--- config.mk ---
export PLATFORM = sky130hd
export DESIGN_NAME = stopwatch_timebase_flat
export DESIGN_NICKNAME = d
export VERILOG_FILES = /design/src/rtl/stopwatch_timebase_if.sv /design/src/rtl/stopwatch_timebase.sv /design/src/flat_wrapper.sv
export SDC_FILE = /design/constraint.sdc
export NUM_CORES = 1
export LEC_CHECK = 0
export CAP_MARGIN = 20
export CORE_MARGIN = 2
export CORE_UTILIZATION = 55
export CTS_BUF_LIST = sky130_fd_sc_hd__clkbuf_8
export CTS_CLUSTER_DIAMETER = 30
export DETAILED_ROUTE_END_ITERATION = 8
export PLACE_DENSITY = 0.85
export SYNTH_ARGS = -nofsm -noshare
export SYNTH_HDL_FRONTEND = slang
export SYNTH_SLANG_ARGS = --single-unit
--- constraint.sdc ---
create_clock -name clk -period 2.4 [get_ports clk]
set_input_delay 0.24 -clock clk [delete_from_list [all_inputs] [get_ports clk]]
set_output_delay 0.24 -clock clk [all_outputs]
set_load 0.02 [all_outputs]
--- src/rtl/stopwatch_timebase_if.sv ---
// Strobe and display bundle between the stopwatch control FSM (master)
// and the centisecond timebase datapath (slave).
interface stopwatch_timebase_if;
  logic        en_i;
  logic        update_i;
  logic        clr_i;
  logic [23:0] disp_o;
  logic        tick_o;
  logic        wrap_o;

  modport master (
    output en_i,
    output update_i,
    output clr_i,
    input  disp_o,
    input  tick_o,
    input  wrap_o
  );

  modport slave (
    input  en_i,
    input  update_i,
    input  clr_i,
    output disp_o,
    output tick_o,
    output wrap_o
  );
endinterface

--- src/rtl/stopwatch_timebase.sv ---
// Centisecond prescaler, BCD MM:SS.CC time counter and split-freezable
// display latch feeding the 7-segment multiplexer.
module stopwatch_timebase #(
  parameter int TICK_DIV = 1000000
) (
  input  logic                 clk,
  input  logic                 rst,
  stopwatch_timebase_if.slave  bus
);

  localparam int DIV_W = (TICK_DIV > 1) ? $clog2(TICK_DIV) : 1;
  localparam logic [DIV_W-1:0] DIV_MAX = DIV_W'(TICK_DIV - 1);

  // Digit limits, index 0 = centisecond units up to 5 = minute tens.
  localparam logic [3:0] DIGIT_MAX [6] = '{4'd9, 4'd9, 4'd9, 4'd5, 4'd9, 4'd5};

  logic [DIV_W-1:0] div_cnt;
  logic [23:0]      cur_time;
  logic [23:0]      time_inc;
  logic             rollover;
  logic [23:0]      disp_q;
  logic             tick_q;
  logic             wrap_q;

  // Ripple a single increment through the six BCD digits; a carry out of
  // the minute tens digit means 59:59.99 has just rolled to zero.
  always_comb begin
    logic carry;
    time_inc = cur_time;
    carry    = 1'b1;
    for (int i = 0; i < 6; i++) begin
      if (carry) begin
        if (cur_time[i*4 +: 4] >= DIGIT_MAX[i]) begin
          time_inc[i*4 +: 4] = 4'd0;
        end else begin
          time_inc[i*4 +: 4] = cur_time[i*4 +: 4] + 4'd1;
          carry              = 1'b0;
        end
      end
    end
    rollover = carry;
  end

  always_ff @(posedge clk) begin
    if (rst || bus.clr_i) begin
      div_cnt  <= '0;
      cur_time <= '0;
      disp_q   <= '0;
      tick_q   <= 1'b0;
      wrap_q   <= 1'b0;
    end else begin
      tick_q <= 1'b0;
      wrap_q <= 1'b0;
      if (bus.en_i) begin
        if (div_cnt == DIV_MAX) begin
          div_cnt  <= '0;
          cur_time <= time_inc;
          tick_q   <= 1'b1;
          wrap_q   <= rollover;
        end else begin
          div_cnt <= div_cnt + DIV_W'(1);
        end
      end
      // The display takes the pre-edge time, so it trails the counter by one cycle.
      if (bus.update_i) begin
        disp_q <= cur_time;
      end
    end
  end

  assign bus.disp_o = disp_q;
  assign bus.tick_o = tick_q;
  assign bus.wrap_o = wrap_q;

endmodule

--- src/flat_wrapper.sv ---
// flat-port wrapper written by rule: the top's interface ports become plain ports
module stopwatch_timebase_flat 
#(
  parameter int TICK_DIV = 1000000
)
  (clk, rst, bus_en_i, bus_update_i, bus_clr_i, bus_disp_o, bus_tick_o, bus_wrap_o);
  stopwatch_timebase_if bus_i ();
  input  logic clk;
  input  logic rst;
  input wire logic [$bits(bus_i.en_i)-1:0] bus_en_i;
  input wire logic [$bits(bus_i.update_i)-1:0] bus_update_i;
  input wire logic [$bits(bus_i.clr_i)-1:0] bus_clr_i;
  output wire logic [$bits(bus_i.disp_o)-1:0] bus_disp_o;
  output wire logic [$bits(bus_i.tick_o)-1:0] bus_tick_o;
  output wire logic [$bits(bus_i.wrap_o)-1:0] bus_wrap_o;
  assign bus_i.en_i = bus_en_i;
  assign bus_i.update_i = bus_update_i;
  assign bus_i.clr_i = bus_clr_i;
  assign bus_disp_o = bus_i.disp_o;
  assign bus_tick_o = bus_i.tick_o;
  assign bus_wrap_o = bus_i.wrap_o;
  stopwatch_timebase #(.TICK_DIV(TICK_DIV)) u_core (.clk(clk), .rst(rst), .bus(bus_i));
endmodule
==> results of run 1 <==
==> worst max-delay path, cell delays in order, from the launching register on <==
cell     delay (ns)
dfxtp_1        0.43
inv_1          0.09
ha_1           0.20
or3b_2         0.21
nand4_2        0.14
or3_1          0.51
o41ai_2        0.33
a21oi_1        0.11
==> how the worst min path moves through the flow <==
stage / from / end / slack, ns / cells after the start
2_1_floorplan: bus_en_i / u_core.div_cnt[0] / 0.39 / 2
3_3_place_gp: u_core.bus.disp_o[14] / u_core.bus.disp_o[14] / 0.47 / 2
3_5_place_dp: u_core.bus.disp_o[14] / u_core.bus.disp_o[14] / 0.48 / 2
4_1_cts: u_core.bus.disp_o[18] / u_core.bus.disp_o[18] / 0.50 / 2
5_1_grt: u_core.bus.disp_o[9] / u_core.bus.disp_o[9] / 0.52 / 2
6_report: u_core.bus.disp_o[17] / u_core.bus.disp_o[17] / 0.49 / 2
==> cells in the final DEF (no fill, tap or decap), drive strengths merged, types with 5 or more instances in the layout <==
cell           count
and3               7
nand4             16
ha                19
nor2              52
o21ai             11
inv               18
mux2i             28
buf               14
clkbuf            11
xor2              14
dfxtp             70
a21oi             18
nand3             14
xnor2              5
clkdlybuf4s50     30
nor3               9
nand2             16
==> final cells by class <==
type | count | area, sq um
multi-input cells | 249 | 1740
clock buffers | 11 | 151
flip-flops and latches | 70 | 1400
clock inverters | 4 | 16.3
fillers | 479 | 1940
repair buffers | 44 | 418
inverters | 15 | 56.3
well taps | 75 | 93.8
==> per-stage QoR <==
step / setup slack [ns] / total power [mW] / hold slack (ns) / util [%] / cells
2_1_floorplan: 0.295 / 1.23 / 0.388 / - / 350
3_3_place_gp: 0.246 / 1.25 / 0.471 / 63.7 / 453
3_5_place_dp: 0.202 / 1.25 / 0.485 / 63.7 / 453
4_1_cts: 0.256 / 2.05 / 0.500 / 66.6 / 468
5_1_grt: 0.0393 / 2.11 / 0.518 / 66.6 / 468
6_report: 0.246 / 2.04 / 0.493 / 66.6 / 468
==> kinds of logic (layout without fill, tap and decap cells) <==
family / after synthesis / in the layout / synth area share [%]
and+or+nand+nor: 140 / 140 / 23.7
muxes: 28 / 28 / 8.58
buffers and inverters: 31 / 74 / 3.94
AOI/OAI and AO/OA: 43 / 43 / 8.54
xor gates and xnor gates: 19 / 19 / 5.09
adders and majority gates: 19 / 19 / 7.27
DFF: 70 / 70 / 42.9
==> metal layers <==
metal | GRT usage, % | vias to the layer above | part of all wire, %
li1 | - | 1306 | -
met1 | 26.5 | 1268 | 45
met2 | 38.6 | 41 | 50
met3 | 4.56 | 11 | 3.1
met4 | 11.9 | 0 | 1.9
met5 | 0 | - | 0
==> power by group <==
part           switching [mW]  internal (mW)  total [mW]
Sequential            0.00106           1.16        1.16
Clock                   0.401          0.413       0.813
Combinational          0.0360         0.0248      0.0608
Total                   0.438           1.60        2.04
==> cell usage after synthesis, types with 3 or more instances <==
cell and count:
inv_1 15, ha_1 19, nand4_1 14, xnor2_1 5, nand2_1 16, o21ai_0 10
dfxtp_1 70, and3_1 7, nand3_1 14, xor2_1 14, nor3_2 3, nor2_1 52
a41oi_1 3, nor3_1 5, mux2i_1 28, buf_2 4, a21oi_1 18, clkbuf_1 10
==> registers in the layout, indices dropped and copies added (netlist names) <==
name               count
u_core.bus.disp_o     24
u_core.div_cnt        20
u_core.cur_time       24
u_core.bus.wrap_o      1
u_core.bus.tick_o      1
==> metrics.txt, run 1 <==
largest net degree at the start of global routing=29; critical path launch point type=flop; leak pwr=1.48 nW; number of global-route vias before repair=2567; top_reg_cell synth=dfxtp_1; wire length of the first global-routing pass=11400 microns; endpoints failing hold=0; Synth cell types=50; Final Skew=0.00816 ns; Hold Path Class=flop to flop; Final Wtd Congestion=0.871; initial core utilization=56.2%; Worst Setup SP=u_core.cur_time[4]; Die X=81.1 microns; Mapped Avg Cell Area=9.34 sq um; final setup fails=0; Mapped Nets=374; fraction of layout cells with a size suffix above 1=10.9%; gr usage total=22.5%; nets@finish=413; Initial DRC Count=177; relative slew slack=56.9%; asr flop ratio synth=0%; EDFF count, synth=0; Post-CTS Setup Bufs=0; Post-CTS Resized=0; gr ovfl total=0; critical path type=flop to flop; worst r2r src=u_core.cur_time[4]; Max Buffers Root-to-Sink=2; # rows=28; Synth Register Bits=70; max_cap viols=0; Synth top area share=42.9%; Post-DP HPWL=4600 microns; final WL=6630 microns; setup TNS=0 ns; FF-to-FF End=u_core.cur_time[22]; Initial DRT Pass Iterations=4; Worst Setup EP=u_core.cur_time[22]; Synth Warn #=0; pwr dens=526 nW/um^2; placed cell area=3710 sq um; crit share post-route=89.8%; Final ANT Viol Nets=0; top cells by area, synth=dfxtp_1, mux2i_1, ha_1; vias per inst=5.61; sequential area share after synthesis=42.9%; Die Y-Extent=81.1 microns; H-tree depth=3; hold_buf cts=0; CTS root buf=clkbuf_8; Synth Instances=350; R2R cell count=7; TritonCTS Sinks=70; antenna violations before repair=0; CP required=2.60 ns; worst slew pin tran=0.641 ns; CP Capture Type=flop; area leader, netlist=dfxtp_1; buffers added on ports=30; io pins=31; Slew Limit Fails=0; Fmax=464 MHz; worst-skew pair later-pin latency=0.35 ns; final instance area=3870 sq um; FF-to-FF setup slack=0.25 ns; fin crit period=2.15 ns; die area=6570 sq um; Max VDD drop=0.341 mV; CP arrival=2.36 ns; RSZ-0062 raised after global routing=no; Core ar.=5820 sq um; Worst-path clk slew=0.06 ns; status=finished clean; CTS buffer count=9; Critical Path Fanout Max=6; Post-Syn Area=3270 sq um; DR WL/cell=14.2 microns; CTS tree=yes; Antenna diodes=0; P&R area growth vs syn=18.6%; DR vias=2626; DRC Markers=0
No activity file was read; power rests on OpenSTA's default activity.
==> inputs of run 2 (changes only) <==
--- a/config.mk
+++ b/config.mk
@@ -5,13 +5,14 @@
 export SDC_FILE = /design/constraint.sdc
 export NUM_CORES = 1
 export LEC_CHECK = 0
+export ABC_AREA = 1
 export CAP_MARGIN = 20
 export CORE_MARGIN = 2
-export CORE_UTILIZATION = 55
+export CORE_UTILIZATION = 54
 export CTS_BUF_LIST = sky130_fd_sc_hd__clkbuf_8
 export CTS_CLUSTER_DIAMETER = 30
 export DETAILED_ROUTE_END_ITERATION = 8
-export PLACE_DENSITY = 0.85
+export PLACE_DENSITY = 0.84
 export SYNTH_ARGS = -nofsm -noshare
 export SYNTH_HDL_FRONTEND = slang
 export SYNTH_SLANG_ARGS = --single-unit
==> run 2 against run 1 <==
First-iteration DRC count decreased by 1.7%. Design area grew 0.29%. Worst hold slack worse by 0.015 ns. Non-clock buffer count is 7 lower. Die area grew 1.7%. Largest power group unchanged. Register-to-register slack better by 0.25 ns. Core utilization is 0.60 points lower. Global-route usage decreased by 0.35 points. Critical path type unchanged. Clock power rose by 33%. Critical path depth up 1. Sequential cell count unchanged.
==> metrics.txt, run 2 <==
top cells by area, synth=dfxtp_1, nand2_1, ha_1; Fmax=525 MHz (+13%); FF-to-FF End=u_core.cur_time[1]; utilization after layout=66.0% (-0.60 points); EDFF count, synth=0 (unchanged); top-count cell post-synth=nand2_1; worst-skew pair later-pin latency=0.34 ns (about the same); Post-CTS Resized=0 (unchanged); leak pwr=1.52 nW (+3.0%); Non-Filler Instances=550 (+18%); worst r2r src=u_core.div_cnt[0]; beginning of the worst hold path=u_core.bus.disp_o[3]; H-tree depth=3 (unchanged); top_reg_cell synth=dfxtp_1; area leader, netlist=dfxtp_1; nets@finish=494 (+20%); Die X=81.8 microns (+0.86%); worst slew pin tran=0.569 ns (-0.0718 ns); die area=6690 sq um (+1.7%); Final Power=2.35 mW (+16%); wire length on met3=312 microns (+51%); final setup fails=0 (unchanged); gr usage total=22.2% (-0.35 points); Final Wtd Congestion=0.832 (-4.5%); CP Capture Type=flop; Sequential Area=1400 sq um (unchanged); max_cap viols=0 (unchanged); hold_buf cts=0 (unchanged); DR vias=2858 (+8.8%); Max VDD drop=0.668 mV (+96%); pwr dens=606 nW/um^2 (+15%); asr flop ratio synth=0% (unchanged); sequential area share after synthesis=42.9% (about the same); Synth Instances=435 (+24%); Post-Syn Area=3270 sq um (about the same); Synth Warn #=0 (unchanged); CP required=2.62 ns (+0.02 ns); number of global-route vias before repair=2724 (+6.1%); wire length of the first global-routing pass=11500 microns (+0.73%); Synth cell types=32 (-36%); Initial DRC Count=174 (-1.7%); placed insts=534 (+18%); Core ar.=5890 sq um (+1.2%); worst hold stages=2 (unchanged); Die Y-Extent=81.8 microns (+0.86%); Post-CTS Setup Bufs=0 (unchanged); Antenna diodes=0 (unchanged); area of the multi-input gates=1580 sq um (-8.9%); Mapped Nets=459 (+23%); Hold Path Class=flop to flop; most frequent cells in the layout=nand2_1, dfxtp_1, nor2_1; met2 WL=3380 microns (+2.6%); Fill cells=491 (+2.5%); Post-DP HPWL=4960 microns (+7.8%); DR WL/cell=12.2 microns (-14%); Final Skew=0.00593 ns (-0.00223 ns); CP arrival=2.12 ns (-0.24 ns); WHS Endpoint=u_core.bus.disp_o[3]; max layer used=met4; P&R area growth vs syn=19.0%; fraction of layout cells with a size suffix above 1=7.79% (-3.2 points); most common library cells after synthesis=nand2_1, dfxtp_1, nor2_1; CTS root buf=clkbuf_8; endpoints failing hold=0 (unchanged); CTS tree=yes; antenna violations before repair=0 (unchanged); FF-to-FF setup slack=0.49 ns (+0.25 ns); most common cell after layout, fill and taps aside=nand2_1; critical path launch point type=flop; R2R cell count=8 (+1); setup TNS=0 ns (unchanged); relative slew slack=61.9% (+5.0 points); gr ovfl total=0 (unchanged); crit share post-route=79.4% (-10 points); Synth top area share=42.9% (about the same); Synth Register Bits=70 (unchanged); Max Buffers Root-to-Sink=2 (unchanged); RSZ-0062 raised after global routing=no; buffers added on ports=30 (unchanged); CTS buffer count=9 (unchanged); critical path type=flop to flop; met1 wire length=2900 microns (-3.2%); DRC Markers=0 (unchanged); # rows=28 (unchanged); Slew Limit Fails=0 (unchanged); Worst-path clk slew=0.07 ns (about the same); TritonCTS Sinks=70 (unchanged); io pins=31 (unchanged); Critical Path Fanout Max=16 (+10); Final ANT Viol Nets=0 (unchanged); largest net degree at the start of global routing=24 (-17%); fin crit period=1.91 ns (-0.249 ns); vias per inst=5.20 (-7.4%); Mapped Avg Cell Area=7.51 sq um (-20%); initial core utilization=55.5% (-0.69 points); final WL=6690 microns (+1.0%); status=finished clean; Initial DRT Pass Iterations=4 (unchanged)
==> run 2: changes by cell type in the layout (fill, tap and decap cells not counted), sizes merged, moves of 4 or more <==
| cell | before | now |
|---|---|---|
| a21oi | 18 | 43 |
| and3 | 7 | 1 |
| buf | 14 | 7 |
| inv | 18 | 58 |
| mux2i | 28 | 1 |
| nand2 | 16 | 76 |
| nand3 | 14 | 20 |
| nand4 | 16 | 7 |
| nor2 | 52 | 63 |
| o21ai | 11 | 31 |
| xor2 | 14 | 10 |
==> run 2: per-layer routing <==
layer  up-vias  GRT usage, %
li1       1461             -
met3        15          7.36
met2        60          38.7
met4         0          7.50
met1      1322          25.3
met5         -             0
==> run 2: layout make-up <==
cell class / count / area share (%)
Clock buffer: 11 / 3.90
Clock inverter: 5 / 2.09
Inverter: 59 / 5.70
Multi-Input combinational cell: 293 / 40.8
Sequential cell: 70 / 36.1
Tap cell: 75 / 2.41
Timing Repair Buffer: 37 / 9.08
==> run 2: cell families after synthesis <==
kind of cell	Yosys count	share of synthesized area, %
AND/OR/NAND/NOR	180	24.2
AO/OA/AOI/OAI	77	12.3
buffers and inverters	72	8.69
flip-flops	70	42.9
adder cells (fa/ha/maj)	19	7.28
XOR/XNOR	16	4.29
multiplexers	1	0.306
==> run 2: how the worst max path moves through the flow <==
stage / start / to / slack (ns) / depth (start not counted)
after floorplan: u_core.cur_time[12] / u_core.cur_time[20] / 0.88 / 10
after global placement: bus_en_i / u_core.cur_time[1] / 0.50 / 8
after detailed placement: bus_en_i / u_core.cur_time[1] / 0.42 / 8
after CTS: u_core.div_cnt[0] / u_core.cur_time[1] / 0.48 / 8
after global routing: u_core.div_cnt[0] / u_core.cur_time[1] / 0.29 / 8
final: u_core.div_cnt[0] / u_core.cur_time[1] / 0.49 / 8
==> run 2: stage by stage <==
step | setup slack, ns | hold slack [ns] | cell area (sq um)
2_1_floorplan | 0.883 | 0.446 | 3270
3_3_place_gp | 0.499 | 0.456 | 3650
3_5_place_dp | 0.418 | 0.462 | 3650
4_1_cts | 0.481 | 0.480 | 3890
5_1_grt | 0.293 | 0.509 | 3890
6_report | 0.495 | 0.478 | 3890
==> run 2: worst max-delay path: stages, from the launching register on <==
cell and delay (ns):
dfxtp_1 0.40, ha_1 0.26, nand2_1 0.08, nor2_1 0.14
nand3_2 0.13, nor2_8 0.24, nor2_1 0.10, inv_1 0.29
o21ai_0 0.13
==> run 2: where the power goes <==
group | internal, mW | switching, mW | total [mW]
Sequential | 1.17 | 0.00529 | 1.18
Combinational | 0.0395 | 0.0606 | 0.100
Clock | 0.642 | 0.436 | 1.08
Total | 1.85 | 0.502 | 2.35
